--- config.mk ---
export PLATFORM = sky130hd
export DESIGN_NAME = shift_add_mul_ctrl
export DESIGN_NICKNAME = d
export VERILOG_FILES = /design/src/rtl/mul_pkg.sv /design/src/rtl/mul_fsm.sv /design/src/rtl/shift_add_mul_ctrl.sv
export SDC_FILE = /design/constraint.sdc
export NUM_CORES = 1
export LEC_CHECK = 0
export BUFFER_PORTS_ARGS = -buffer_cell sky130_fd_sc_hd__buf_2
export CAP_MARGIN = 30
export CORE_MARGIN = 8
export CORE_UTILIZATION = 50
export CTS_CLUSTER_SIZE = 28
export DETAILED_ROUTE_END_ITERATION = 10
export GPL_TIMING_DRIVEN = 1
export HOLD_SLACK_MARGIN = 0.1
export PLACE_DENSITY = 0.78
export SYNTH_ARGS = -nofsm -noshare
export SYNTH_HDL_FRONTEND = slang
export SYNTH_HIERARCHICAL = 1
export SYNTH_SLANG_ARGS = --single-unit
--- constraint.sdc ---
create_clock -name clk -period 2.2 [get_ports clk]
set_clock_uncertainty 0.05 [all_clocks]
set_input_delay 0.33 -clock clk [delete_from_list [all_inputs] [get_ports clk]]
set_output_delay 0.33 -clock clk [all_outputs]
set_load 0.02 [all_outputs]
--- src/rtl/mul_pkg.sv ---
`default_nettype none
// ============================================================================
//  Package     : mul_pkg
//  Description : Shared types and sizing helpers for the shift-and-add
//                multiplier controller (state encoding, default operand
//                width, product/counter width derivation).
//  Revision    : 1.0 - initial release
// ============================================================================
package mul_pkg;

    // Default operand width; product and adder ports are twice this
    localparam int C_DEF_WIDTH = 8;

    // Product / accumulator / adder-port width for a given operand width
    function automatic int prod_w(input int width);
        return 2 * width;
    endfunction

    // Iteration counter width: must be able to hold the value WIDTH
    function automatic int cnt_w(input int width);
        return $clog2(width + 1);
    endfunction

    localparam int C_PROD_W = 2 * C_DEF_WIDTH;
    localparam int C_CNT_W  = $clog2(C_DEF_WIDTH + 1);

    typedef enum logic [1:0] {
        IDLE = 2'd0,
        RUN  = 2'd1,
        DONE = 2'd2
    } state_t;

endpackage : mul_pkg
`default_nettype wire

--- src/rtl/mul_fsm.sv ---
`default_nettype none
// ============================================================================
//  Module      : mul_fsm
//  Description : Sequencer for the shift-and-add multiplier. Owns the state
//                register and the iteration counter, and produces the
//                load/finish strobes consumed by the datapath plus the
//                busy/done handshake.
//                Optional build macro: EARLY_TERM_EN (stop iterating once the
//                remaining multiplier bits are all zero).
//  Revision    : 1.0 - initial release
// ============================================================================
module mul_fsm
    import mul_pkg::*;
#(
    parameter int WIDTH = C_DEF_WIDTH
) (
    input  logic   clk,
    input  logic   rst,
    input  logic   i_start,
    input  logic   i_b_zero,            // multiplier operand on the bus is zero
    input  logic   i_mplier_next_zero,  // multiplier register after this shift is zero
    output state_t o_state,
    output logic   o_load,              // start accepted: datapath loads operands
    output logic   o_finish,            // last iteration: datapath captures product
    output logic   o_busy,
    output logic   o_done
);

    localparam int CNT_W = cnt_w(WIDTH);

    state_t           r_state;
    state_t           w_state_nxt;
    logic [CNT_W-1:0] r_cnt;
    logic             w_last;
    logic             w_load;
    logic             w_finish;

    // Last-iteration detect: fixed count, optionally cut short once no
    // multiplier bits remain to be accumulated
    always_comb begin
        w_last = (r_cnt == CNT_W'(WIDTH - 1));
`ifdef EARLY_TERM_EN
        w_last = w_last | i_mplier_next_zero;
`endif
    end

`ifndef EARLY_TERM_EN
    // Zero-detect inputs only matter when early termination is built in
    logic w_unused;
    assign w_unused = i_b_zero ^ i_mplier_next_zero;
`endif

    // Next-state and strobe decode
    always_comb begin
        w_state_nxt = r_state;
        w_load      = 1'b0;
        w_finish    = 1'b0;
        case (r_state)
            IDLE: begin
                if (i_start) begin
                    w_load      = 1'b1;
                    w_state_nxt = RUN;
`ifdef EARLY_TERM_EN
                    if (i_b_zero) begin
                        w_state_nxt = DONE;
                    end
`endif
                end
            end
            RUN: begin
                if (w_last) begin
                    w_finish    = 1'b1;
                    w_state_nxt = DONE;
                end
            end
            DONE: begin
                w_state_nxt = IDLE;
            end
            default: begin
                w_state_nxt = IDLE;
            end
        endcase
    end

    // State register
    always_ff @(posedge clk) begin
        if (rst) begin
            r_state <= IDLE;
        end else begin
            r_state <= w_state_nxt;
        end
    end

    // Iteration counter: cleared on load, advances once per RUN cycle
    always_ff @(posedge clk) begin
        if (rst) begin
            r_cnt <= '0;
        end else if (w_load) begin
            r_cnt <= '0;
        end else if (r_state == RUN) begin
            r_cnt <= r_cnt + 1'b1;
        end
    end

    assign o_state  = r_state;
    assign o_load   = w_load;
    assign o_finish = w_finish;
    assign o_busy   = (r_state == RUN) || (r_state == DONE);
    assign o_done   = (r_state == DONE);

endmodule : mul_fsm
`default_nettype wire

--- src/rtl/shift_add_mul_ctrl.sv ---
`default_nettype none
// ============================================================================
//  Module      : shift_add_mul_ctrl
//  Description : Sequential unsigned shift-and-add multiplier. Holds the
//                accumulator and shifted operand registers and drives an
//                external 2*WIDTH-bit adder (add_x + add_y -> add_z) once per
//                iteration. Start/busy/done handshake, sticky adder
//                carry-out error flag.
//                Optional build macro: EARLY_TERM_EN.
//  Revision    : 1.0 - initial release
// ============================================================================
module shift_add_mul_ctrl
    import mul_pkg::*;
#(
    parameter int WIDTH = C_DEF_WIDTH
) (
    input  logic                 clk,
    input  logic                 rst,
    input  logic                 start,
    input  logic [WIDTH-1:0]     a,
    input  logic [WIDTH-1:0]     b,
    output logic                 busy,
    output logic                 done,
    output logic [2*WIDTH-1:0]   product,
    output logic [2*WIDTH-1:0]   add_x,
    output logic [2*WIDTH-1:0]   add_y,
    input  logic [2*WIDTH-1:0]   add_z,
    input  logic                 add_ofs,
    output logic                 ovf_err
);

    localparam int PROD_W = prod_w(WIDTH);

    logic [PROD_W-1:0] r_acc;
    logic [PROD_W-1:0] r_mcand;
    logic [WIDTH-1:0]  r_mplier;
    logic [PROD_W-1:0] r_product;
    logic              r_ovf_err;

    state_t            w_state;
    logic              w_load;
    logic              w_finish;
    logic              w_run;
    logic              w_b_zero;
    logic              w_mplier_next_zero;

    assign w_b_zero           = (b == '0);
    assign w_mplier_next_zero = ((r_mplier >> 1) == '0);
    assign w_run              = (w_state == RUN);

    mul_fsm #(
        .WIDTH (WIDTH)
    ) u_fsm (
        .clk                (clk),
        .rst                (rst),
        .i_start            (start),
        .i_b_zero           (w_b_zero),
        .i_mplier_next_zero (w_mplier_next_zero),
        .o_state            (w_state),
        .o_load             (w_load),
        .o_finish           (w_finish),
        .o_busy             (busy),
        .o_done             (done)
    );

    // Operand registers: load on accepted start, shift once per iteration
    always_ff @(posedge clk) begin
        if (rst) begin
            r_mcand  <= '0;
            r_mplier <= '0;
        end else if (w_load) begin
            r_mcand  <= {{WIDTH{1'b0}}, a};
            r_mplier <= b;
        end else if (w_run) begin
            r_mcand  <= r_mcand << 1;
            r_mplier <= r_mplier >> 1;
        end
    end

    // Accumulator takes the adder sum every iteration
    always_ff @(posedge clk) begin
        if (rst) begin
            r_acc <= '0;
        end else if (w_load) begin
            r_acc <= '0;
        end else if (w_run) begin
            r_acc <= add_z;
        end
    end

    // Product register: captured on the last iteration, held otherwise
    always_ff @(posedge clk) begin
        if (rst) begin
            r_product <= '0;
        end else if (w_load) begin
`ifdef EARLY_TERM_EN
            // A zero multiplier skips RUN entirely, so the result is set here
            if (w_b_zero) begin
                r_product <= '0;
            end
`endif
        end else if (w_finish) begin
            r_product <= add_z;
        end
    end

    // Sticky carry-out flag; a correct adder never carries for in-range operands
    always_ff @(posedge clk) begin
        if (rst) begin
            r_ovf_err <= 1'b0;
        end else if (w_load) begin
            r_ovf_err <= 1'b0;
        end else if (w_run && add_ofs) begin
            r_ovf_err <= 1'b1;
        end
    end

    assign add_x   = w_run ? r_acc : '0;
    assign add_y   = (w_run && r_mplier[0]) ? r_mcand : '0;
    assign product = r_product;
    assign ovf_err = r_ovf_err;

endmodule : shift_add_mul_ctrl
`default_nettype wire

## After elaboration in Yosys (flattened, before gate mapping)

Cells that the tools add are included.

| operators by class | value |
|---|---|
| reduce and logical (&&, ||, !) cells | 8 |
| muxes and demuxes | 13 |
| bitwise logic cells | 1 |
| equality and inequality tests | 5 |
| add/sub/neg operators | 1 |

Operator list:

| kind | count |
|---|---|
| 16-bit 2-to-1 mux | 2 |
| 8-bit 2-to-1 mux | 4 |
| 4-bit by 1-bit adder with 4-bit output (second input constant) | 1 |
| 4-bit by 3-bit == test with 1-bit output (second input constant) | 1 |
| 1-bit 2-to-1 mux | 4 |
| 2-bit 2-to-1 mux | 2 |
| 2-bit case mux with 2 select lines | 1 |
| 2-bit AND reduction | 2 |
| 2-bit by 1-bit == test with 1-bit output (second input constant) | 1 |
| 2-bit == test (second input constant) | 1 |
| 1-bit logical AND | 2 |
| 2-bit zero test | 1 |
| 2-bit by 1-bit != test with 1-bit output (second input constant) | 1 |
| 2-bit != test (second input constant) | 1 |
| 2-bit nonzero test | 1 |
| 2-bit OR reduction | 1 |
| 1-bit logical OR | 1 |
| 1-bit NOT | 1 |

| word-level totals | value |
|---|---|
| output and inout port bits | 51 |
| word-level logic and storage cells | 36 |
| bits in registers | 63 |

## Longest topological paths before layout

| depth | value |
|---|---|
| word-level depth | 4 |
| mapped depth | 10 |
| gate-level depth less buffers | 7 |

## Cells and area by module

Netlist, hierarchy kept.

By module, submodules not included:

| module | cells each | instances | area an instance (sq um) |
|---|---|---|---|
| shift_add_mul_ctrl | 311 | 1 | 2519.9 |
| mul_fsm | 37 | 1 | 365.4 |

## Worst setup path before layout

OpenSTA, ideal clock, no wires.

| timing | value |
|---|---|
| kind | register -> register |
| start point | register u_fsm.r_state[0] (netlist: u_fsm/o_state[0]) |
| end point | register r_mcand[5] |
| clock period less this slack | 1.605 ns |
| path slack | 0.595 ns |
| library setup time | 0.103 ns |
| arrival | 1.452 ns |
| buffers on the path | 2 |
| stages on the path, launching flop included | 7 |
| path through | dfxtp_1 > inv_1 > ha_1 > and2_4 > buf_4 > buf_2 > a2111oi_2 |

| between the ends | value |
|---|---|
| cells in the longest elaborated chain, start to end | 3 |
| elaborated cells on any way between the ends | 5 |
| those cells by class | eq/ne (1); mux (2); reduce/logical (2) |

Ends and longest elaborated chain:

| what | RTL line | source |
|---|---|---|
| from (decl) | mul_fsm.sv:31 | `state_t r_state;` |
| from (signal assigned) | mul_fsm.sv:90 | `r_state <= w_state_nxt;` |
| 2-bit zero test * | mul_fsm.sv:58 | `case (r_state)` |
| 1-bit 2-to-1 mux * | mul_fsm.sv:58 |  |
| named net w_load | shift_add_mul_ctrl.sv:41 | `logic w_load;` |
| 8-bit 2-to-1 mux or 2-bit nonzero test (tied branches) | -- |  |
| to (signal assigned) | shift_add_mul_ctrl.sv:72 | `r_mcand <= {{WIDTH{1'b0}}, a};` |
| to (signal assigned) | shift_add_mul_ctrl.sv:75 | `r_mcand <= r_mcand << 1;` |
| to (decl) | shift_add_mul_ctrl.sv:35 | `logic [PROD_W-1:0] r_mcand;` |

The timed path passes the listed nets; every way through them passes the cells marked *.
A chain may end at the register's enable or synchronous reset.

## Worst setup path in the final report

| timing | value |
|---|---|
| start point | register u_fsm.r_state[0] (netlist: u_fsm/o_state[0]) |
| end point | output port add_y[11] |

| between the ends | value |
|---|---|
| cells in the longest elaborated chain, start to end | 3 |

Ends and longest elaborated chain:

| what | RTL line | source |
|---|---|---|
| 2-bit by 1-bit == test with 1-bit output | shift_add_mul_ctrl.sv:49 | `assign w_run = (w_state == RUN);` |
| 1-bit logical AND | shift_add_mul_ctrl.sv:119 | `assign add_y = (w_run && r_mplier[0]) ? r_mcand : '0;` |
| 16-bit 2-to-1 mux | shift_add_mul_ctrl.sv:119 |  |
| to (decl) | shift_add_mul_ctrl.sv:26 | `output logic [2*WIDTH-1:0] add_y,` |

Every way passes these cells.

==> summary.txt <==
Status
  • Run status: completed

Setup path
  • Critical path launch point type: flip-flop
  • Worst setup path start: u_fsm/o_state[0]
  • Critical Path End Type: output pin
  • R2R depth: 5
  • Critical R2R Capture: r_mcand[10]
  • Reg-to-reg startpoint: u_fsm/o_state[1]
  • CP Data Required Time: 1.82 ns
  • Stages on worst setup path: 4
  • CP cell instances: nor2b_4, buf_4, and3_1, buf_2
  • Critical Path AT: 1.59 ns
  • WP buf/inv: 2
  • Slowest-stage cell, CP: dfxtp_1
  • Critical Path Sink: add_y[11]
  • Critical path's top delay family: buffers and inverters
  • Crit-path max FO: 39
  • Highest cell delay on the worst timing path: 0.39 ns
  • FF-to-FF setup slack: 0.31 ns
  • CP Class: reg -> out

Clock tree
  • CTS tree: yes
  • Hold buffer count at cts: 0
  • Postcts setup bufs: 0
  • Worst-Skew Late Latency: 0.33 ns
  • CTS Sinks: 63
  • Clock Tree Root: clkbuf_8
  • Reg clk slew, reported paths: 0.08 ns
  • H-tree Lvls: 3
  • Post_cts resized: 0
  • Cts bufs inserted: 9
  • Max clock buf depth: 2

STA
  • Max frequency: 507 MHz
  • RSZ-0062 raised after global routing: false
  • Worst-Margin Slew: 0.641 ns
  • Final setup vio count: 0
  • Final hold vios: 0
  • Setup TNS: 0 ns
  • Worst rel slew slack: 57.2%
  • Pins Over Slew Limit: 0
  • Worst hold slack: 0.191 ns
  • Final Critical Period: 1.97 ns
  • Final cycle utilization of the critical path: 89.6%

Cells and area
  • Finished Core Util: 63.7%
  • Layout cells sized above 1: 31.1%
  • Area growth syn-to-layout: 22.9%
  • Layout Nets: 463
  • Diode count: 0

Floorplan
  • Num ports: 87
  • Initial Util: 51.8%
  • Die Area: 0.00838 sq mm
  • Core footprint: 0.00551 sq mm
  • Site Rows: 27
  • Die height: 91.6 um
  • Die Width: 91.6 um

Global route
  • Vias in the first global route: 2578
  • GRT Util Overall: 16.9%
  • First-pass GRT wire length: 11.8 mm
  • Congestion Overflow GR: 0
  • Initial antenna violation count: 0
  • Pin count of the biggest net entering global routing: 40

Routing
  • WL final: 6.81 mm
  • DRC violations left: 0
  • DR WL/cell: 13.6 um
  • Starting DRT DRC Count: 93
  • Antenna viol nets, final: 0
  • Via/cell ratio: 4.95
  • TritonRoute pass-1 iters: 4
  • Vias: 2468

Yosys
  • Syn avg cell area: 8.32 sq um
  • Synth Warn #: 6
  • Syn Inst Count: 343
  • Cell area after synthesis: 0.00285 sq mm
  • Synthesized Nets: 384

Power and ir drop
  • Pwr Total: 0.00335 W
  • Leakage power: 1.62 nW
  • Pwr Density: 956 mW/mm^2
  • Maximum vdd ir drop: 0.536 mV

Placement
  • Final HPWL DP: 4.90 mm
  • IO buf count: 86
  • GPL Wtd Cong: 0.760

Job
  • Max-Cap Viols: 0

Hold path
  • Hold crit path type: in -> reg
==> layer usage <==
layer	track usage [%]	up-vias	wire length, um
li1	-	1296	-
met1	19.0	1104	3000
met2	28.5	60	3230
met3	6.09	8	496
met4	6.14	0	85
met5	0	-	0
==> sequential cells by signal (all words and copies together) (netlist names) <==
register / count
ovf_err: 1
product: 16
r_acc: 16
r_mcand: 16
r_mplier: 8
u_fsm/o_state: 2
u_fsm/r_cnt: 4
==> power breakdown <==
group	leakage (nW)	total, W	internal, W	switching (W)
registers	0.513	0.00137	0.00127	0.000103
clock network	0.109	0.00113	0.000674	0.000456
logic	0.998	0.000852	0.000318	0.000535
==> metrics by stage <==
stage	area, sq um	setup WS (ns)	instances
after detailed placement	3280	0.311	483
after floorplan	2850	0.595	343
final	3510	0.228	499
after global routing	3510	0.0739	499
after CTS	3510	0.217	499
after global placement	3280	0.437	483
==> how the worst min path moves through the flow <==
stage                   from          endpoint  slack (ns)  depth (start not counted)
global route        add_z[9]        product[9]        0.18                          3
detailed placement  r_acc[9]          r_acc[9]        0.39                          2
CTS                 add_z[3]          r_acc[3]        0.18                          3
floorplan                rst  u_fsm/o_state[1]        0.35                          1
finish              add_z[9]        product[9]        0.19                          3
global placement    r_acc[6]          r_acc[6]        0.39                          2
==> final cells by class <==
class                      count  area [sq um]
fill                         484          2000
multi-input combinational    234          1350
sequential                    63          1260
timing repair buffer          97           513
clock buffer                  10           138
clock inverter                 6          92.6
tap                           72          90.1
inverter                      17          63.8
==> worst min-delay path, stage by stage <==
cell,delay [ns]
buf_2,0.10
nand2_1,0.05
a21oi_1,0.05
==> layout by cell type (no fill, tap or decap), drive strengths merged, types with 2 or more instances in the layout <==
cell,n
nor2b,3
xor2,2
or2,2
nor3,28
and2,17
a2111oi,14
clkbuf,10
nor2,7
mux2i,2
and3,16
nand3b,3
dfxtp,63
bufinv,2
nand2b,3
buf,97
nand2,83
a21oi,44
inv,18
clkinvlp,2
ha,5
No activity file was read; power rests on OpenSTA's default activity.
